**src/rtl/imm_gen_pipe_if.sv**
```systemverilog
// Handshake bundle for imm_gen_pipe: an instruction/ext_sel request side and
// an immediate/type_err response side, plus the synchronous flush strobe.
interface imm_gen_pipe_if #(
  parameter int XLEN      = 32,
  parameter int ERR_CNT_W = 8
);
  logic                 flush;
  logic                 in_valid;
  logic                 in_ready;
  logic [31:0]          instr;
  logic [3:0]           ext_sel;
  logic                 out_valid;
  logic                 out_ready;
  logic [XLEN-1:0]      imm;
  logic                 type_err;
  logic [ERR_CNT_W-1:0] err_cnt;

  // Producer/consumer side (decode stage, testbench)
  modport master (
    output flush, in_valid, instr, ext_sel, out_ready,
    input  in_ready, out_valid, imm, type_err, err_cnt
  );

  // Immediate generator side
  modport slave (
    input  flush, in_valid, instr, ext_sel, out_ready,
    output in_ready, out_valid, imm, type_err, err_cnt
  );
endinterface

```
**src/rtl/imm_gen_pipe.sv**
```systemverilog
// Immediate generator with a registered valid/ready output stage.
// Words are decoded as they are accepted and held in a main register (M) with a
// skid register (K) behind it, so in_ready is purely registered and never
// depends combinationally on out_ready.
module imm_gen_pipe #(
  parameter int XLEN      = 32,
  parameter int SIGN_EXT  = 1,
  parameter int ERR_CNT_W = 8
) (
  input  logic          clock,
  input  logic          reset,
  imm_gen_pipe_if.slave bus
);

  typedef struct packed {
    logic            type_err;
    logic [XLEN-1:0] imm;
  } word_t;

  typedef enum logic [1:0] {EMPTY, ONE, FULL} state_t;

  // Decode into a 64-bit scratch value and truncate, so the same code serves
  // XLEN=32 and XLEN=64 without zero-width replications.
  function automatic word_t decode(input logic [31:0] i, input logic [3:0] sel);
    logic [63:0] w;
    logic        e;
    word_t       r;
    e          = (SIGN_EXT != 0) ? i[31] : 1'b0;
    w          = '0;
    r.type_err = 1'b0;
    case (sel[2:0])
      3'd0: w = '0;
      3'd1: w = {{52{e}}, i[31:20]};
      3'd2: w = {{52{e}}, i[31:25], i[11:7]};
      3'd3: w = {{51{e}}, i[31], i[7], i[30:25], i[11:8], 1'b0};
      3'd4: w = sel[3] ? {{52{e}}, i[31:20]}
                       : {{43{e}}, i[31], i[19:12], i[20], i[30:21], 1'b0};
      3'd5: w = {{32{e}}, i[31:12], 12'b0};
      default: r.type_err = 1'b1;
    endcase
    r.imm = w[XLEN-1:0];
    return r;
  endfunction

  state_t               state;
  word_t                m_q, k_q, new_w;
  logic                 in_ready_q, out_valid_q;
  logic [ERR_CNT_W-1:0] err_cnt_q;
  logic                 acc, pop;

  assign new_w = decode(bus.instr, bus.ext_sel);
  assign acc   = bus.in_valid & in_ready_q;
  assign pop   = out_valid_q & bus.out_ready;

  // Buffer FSM, registered handshake outputs and saturating illegal-type counter
  always_ff @(posedge clock) begin
    if (reset) begin
      state       <= EMPTY;
      m_q         <= '0;
      k_q         <= '0;
      in_ready_q  <= 1'b1;
      out_valid_q <= 1'b0;
      err_cnt_q   <= '0;
    end else begin
      // Counting happens even when the same cycle flushes the word away
      if (acc && new_w.type_err && !(&err_cnt_q))
        err_cnt_q <= err_cnt_q + 1'b1;

      if (bus.flush) begin
        state       <= EMPTY;
        in_ready_q  <= 1'b1;
        out_valid_q <= 1'b0;
      end else begin
        case (state)
          EMPTY: begin
            if (acc) begin
              m_q         <= new_w;
              state       <= ONE;
              out_valid_q <= 1'b1;
            end
          end
          ONE: begin
            if (acc && !pop) begin
              k_q        <= new_w;
              state      <= FULL;
              in_ready_q <= 1'b0;
            end else if (acc && pop) begin
              m_q <= new_w;
            end else if (pop) begin
              state       <= EMPTY;
              out_valid_q <= 1'b0;
            end
          end
          FULL: begin
            // in_ready is low here, so only a pop can move the state
            if (pop) begin
              m_q        <= k_q;
              state      <= ONE;
              in_ready_q <= 1'b1;
            end
          end
          default: begin
            state       <= EMPTY;
            in_ready_q  <= 1'b1;
            out_valid_q <= 1'b0;
          end
        endcase
      end
    end
  end

  assign bus.in_ready  = in_ready_q;
  assign bus.out_valid = out_valid_q;
  assign bus.imm       = m_q.imm;
  assign bus.type_err  = m_q.type_err;
  assign bus.err_cnt   = err_cnt_q;

endmodule
```
**src/flat_wrapper.sv**
```systemverilog
// flat-port wrapper written by rule: the top's interface ports become plain ports
module imm_gen_pipe_flat 
#(
  parameter int XLEN      = 32,
  parameter int SIGN_EXT  = 1,
  parameter int ERR_CNT_W = 8
)
  (clock, reset, bus_flush, bus_in_valid, bus_instr, bus_ext_sel, bus_out_ready, bus_in_ready, bus_out_valid, bus_imm, bus_type_err, bus_err_cnt);
  imm_gen_pipe_if #(.XLEN(XLEN), .ERR_CNT_W(ERR_CNT_W)) bus_i ();
  input  logic clock;
  input  logic reset;
  input wire logic [$bits(bus_i.flush)-1:0] bus_flush;
  input wire logic [$bits(bus_i.in_valid)-1:0] bus_in_valid;
  input wire logic [$bits(bus_i.instr)-1:0] bus_instr;
  input wire logic [$bits(bus_i.ext_sel)-1:0] bus_ext_sel;
  input wire logic [$bits(bus_i.out_ready)-1:0] bus_out_ready;
  output wire logic [$bits(bus_i.in_ready)-1:0] bus_in_ready;
  output wire logic [$bits(bus_i.out_valid)-1:0] bus_out_valid;
  output wire logic [$bits(bus_i.imm)-1:0] bus_imm;
  output wire logic [$bits(bus_i.type_err)-1:0] bus_type_err;
  output wire logic [$bits(bus_i.err_cnt)-1:0] bus_err_cnt;
  assign bus_i.flush = bus_flush;
  assign bus_i.in_valid = bus_in_valid;
  assign bus_i.instr = bus_instr;
  assign bus_i.ext_sel = bus_ext_sel;
  assign bus_i.out_ready = bus_out_ready;
  assign bus_in_ready = bus_i.in_ready;
  assign bus_out_valid = bus_i.out_valid;
  assign bus_imm = bus_i.imm;
  assign bus_type_err = bus_i.type_err;
  assign bus_err_cnt = bus_i.err_cnt;
  imm_gen_pipe #(.XLEN(XLEN), .SIGN_EXT(SIGN_EXT), .ERR_CNT_W(ERR_CNT_W)) u_core (.clock(clock), .reset(reset), .bus(bus_i));
endmodule
```
**config.mk**
```make
export PLATFORM = sky130hd
export DESIGN_NAME = imm_gen_pipe_flat
export DESIGN_NICKNAME = d
export VERILOG_FILES = /design/src/rtl/imm_gen_pipe_if.sv /design/src/rtl/imm_gen_pipe.sv /design/src/flat_wrapper.sv
export SDC_FILE = /design/constraint.sdc
export NUM_CORES = 1
export LEC_CHECK = 0
export CAP_MARGIN = 40
export CORE_MARGIN = 2
export CORE_UTILIZATION = 50
export DETAILED_ROUTE_END_ITERATION = 16
export GPL_TIMING_DRIVEN = 0
export MAX_ROUTING_LAYER = met4
export PLACE_DENSITY = 0.76
export SLEW_MARGIN = 20
export SYNTH_ARGS = -nofsm -noshare
export SYNTH_HDL_FRONTEND = slang
export SYNTH_SLANG_ARGS = --single-unit
```
**constraint.sdc**
```tcl
create_clock -name clock -period 2.2 [get_ports clock]
set_clock_uncertainty 0.2 [all_clocks]
set_input_delay 0.44 -clock clock [delete_from_list [all_inputs] [get_ports clock]]
set_output_delay 0.44 -clock clock [all_outputs]
set_load 0.05 [all_outputs]
```
==> impl_metrics.ini <==
[sta]
holdWs_ns = 0.237
worst_pin_slew_ns = 0.765
finalCritPeriodShare = 0.993
report.final.slew_viol_count = 0
hold_viol_final = 0
fin_setup_tns_ns = 0
rsz0062_at_grt = yes
setup_viol = 0
fin_ws_ns = 0.0147
fmax_mhz = 458
max-slew-margin-rel = 0.490
fin_crit_ns = 2.19

[finish]
areaGrowthSynthToFinish_pct = 33.1
drive_gt1_frac = 0.118
antenna_cells = 0
instances_no_fill = 640
fillers = 618
fin_nets = 578
stdcell_area_mm2 = 0.00501
fin_util = 0.690

[yosys]
netlist.area_leader.share = 0.415
synth_cell_type_count = 51
async_flop_share = 0
avgSynthCellArea_um2 = 8.41
synth-edff-count = 0
synth-seq-cells = 78
synth_ff_type = dfxtp_1
syn_area_mm2 = 0.00376
yosys-top-cells-area = dfxtp_1, a211oi_1, nor2_1
synth_area_leader_cell = dfxtp_1
synth_most_common_cell = dfxtp_1
synthTopCellsByCount = dfxtp_1, nor2_1, a211oi_1, nand2_1, nand3b_1
syn-instance-count = 447
syn-num-nets = 489
yosysWarnings = 0
ys_seq_area_frac = 0.415

[critical_path]
start_kind = flip-flop
worstSetupEndpointType = output pin
cp.arrival_ns = 1.55
critical_path.cell_chain = clkdlybuf4s50_1
cp_max_fo = 2
cp_slowest_cell = clkdlybuf4s50_1
worstSetupPathDepth = 1
critPathBufInv = 1
cp-startpoint = u_core.bus.imm[27]
crit_type = flip-flop to output pin
cpLargestDelayFamily = buffers and inverters
reg2reg_from = u_core.state[0]
cp_slowest_stage_delay_ns = 0.82
r2r_cells = 6
required_ns = 1.56

[routing]
wl_met3_um = 831
route.met2.wl_um = 5310
vias_per_cell = 6.02
drtPass1Iterations = 5
drc = 0
ant_nets = 0
num_vias = 3855
wl_per_cell_um = 17.8
drt-met1-wl_um = 4990
drtIter0Drc = 237
highest_layer = met4
routed_wl_um = 11400

[placed_design]
place_ws_ns = -0.629
post_dp_cell_area_mm2 = 0.00464
dp.cells = 621
dp_hpwl_um = 7840
port_buffers = 75
gp_congestion = 0.910

[min_path]
hold_path.class = input port to flip-flop
min_from = bus_out_ready
worst_hold_path.num_cells = 2

[clocking]
clkSinkCount = 78
cts-root-buf = clkbuf_8
clkLatencyLatePin_ns = 0.37
htree_num_levels = 3
cts_tree = yes
clk_pin_slew_worst_paths_ns = 0.09
numCtsBuffers = 9
cts_buffer_depth = 2

[die]
die_h_um = 90.7
design.core.area_mm2 = 0.00725
num_rows = 31
dieArea_mm2 = 0.00823
die_x_um = 90.7
io_pins = 84
start_util = 0.518

[power_and_ir_drop]
p_leak_nw = 1.91
irDropWorstVdd_mv = 0.362
power_density_mw_per_mm2 = 650
power_mw = 3.25

[flow_run]
drv_cap = 0

[run_status]
outcome = finished clean

[global_route]
grt_pass1_wl_um = 18200
grt_max_degree = 14
overflow = 0
gr-usage-all-layers = 0.283
antenna_found_initial = 0
grt_pass1_vias = 3680
==> power by group <==
group          internal (mW)  switching (mW)
clock network          0.641           0.545
logic                  0.219           0.364
registers               1.46          0.0277
total                   2.32           0.937
==> sequential cells by signal, summed over array words and instances (netlist names) <==
name                  flops
u_core.bus.in_ready       1
u_core.bus.imm           32
u_core.k_q               33
u_core.state              2
u_core.bus.out_valid      1
u_core.bus.err_cnt        8
u_core.bus.type_err       1
==> cells in the final DEF, fill, tap and decap left out, types with 9 or more instances in the layout <==
cell / synthesis / layout
a21oi_1: 26 / 25
clkbuf_8: 0 / 9
dlymetal6s2s_1: 0 / 10
clkdlybuf4s50_1: 0 / 57
buf_2: 12 / 10
nand3_1: 10 / 10
nor3_1: 22 / 22
nand3b_1: 32 / 32
nor2_1: 68 / 67
a211oi_1: 48 / 45
o41ai_1: 25 / 24
dfxtp_1: 78 / 77
clkbuf_1: 26 / 17
nand2_1: 33 / 32
==> layer usage <==
layer,global-route usage,vias up
li1,-,1838
met1,0.363,1818
met2,0.451,173
met3,0.0384,26
met4,0.118,0
met5,-,-
==> repair_timing <==
item	4_1_cts	5_1_grt
hold endpoints to repair	0	0
pin swaps	0	2
setup buffers	0	3
endpoints found under the setup margin	56	64
resized for setup	22	40
hold buffers	0	0
==> cell families (layout without fill, tap and decap cells) <==
logic type | Yosys count | count (layout) | synth area share
flops | 78 | 78 | 0.415
mux | 4 | 4 | 0.0106
compound gates | 124 | 124 | 0.244
buf+inv | 47 | 141 | 0.0579
fa+ha+maj | 1 | 1 | 0.00333
simple gates | 187 | 187 | 0.255
xor+xnor | 6 | 6 | 0.0140
==> final timing paths <==
check	to	slack (ns)
max	bus_imm[27]	0.01
min	u_core.state[1]	0.24
max reg2reg	u_core.k_q[30]	0.12
min reg2reg	u_core.k_q[7]	0.26
==> area by class of cell <==
class / instances / area [um^2] / share of cell area
Inverter: 4 / 15.0 / 0.00300
Buffer: 43 / 233 / 0.0465
Clock inverter: 5 / 83.8 / 0.0167
Timing Repair Buffer: 78 / 788 / 0.157
Multi-Input combinational cell: 322 / 2070 / 0.413
Tap cell: 99 / 124 / 0.0247
Clock buffer: 11 / 131 / 0.0262
Sequential cell: 78 / 1560 / 0.312
Power figures use the tool's default switching activity.
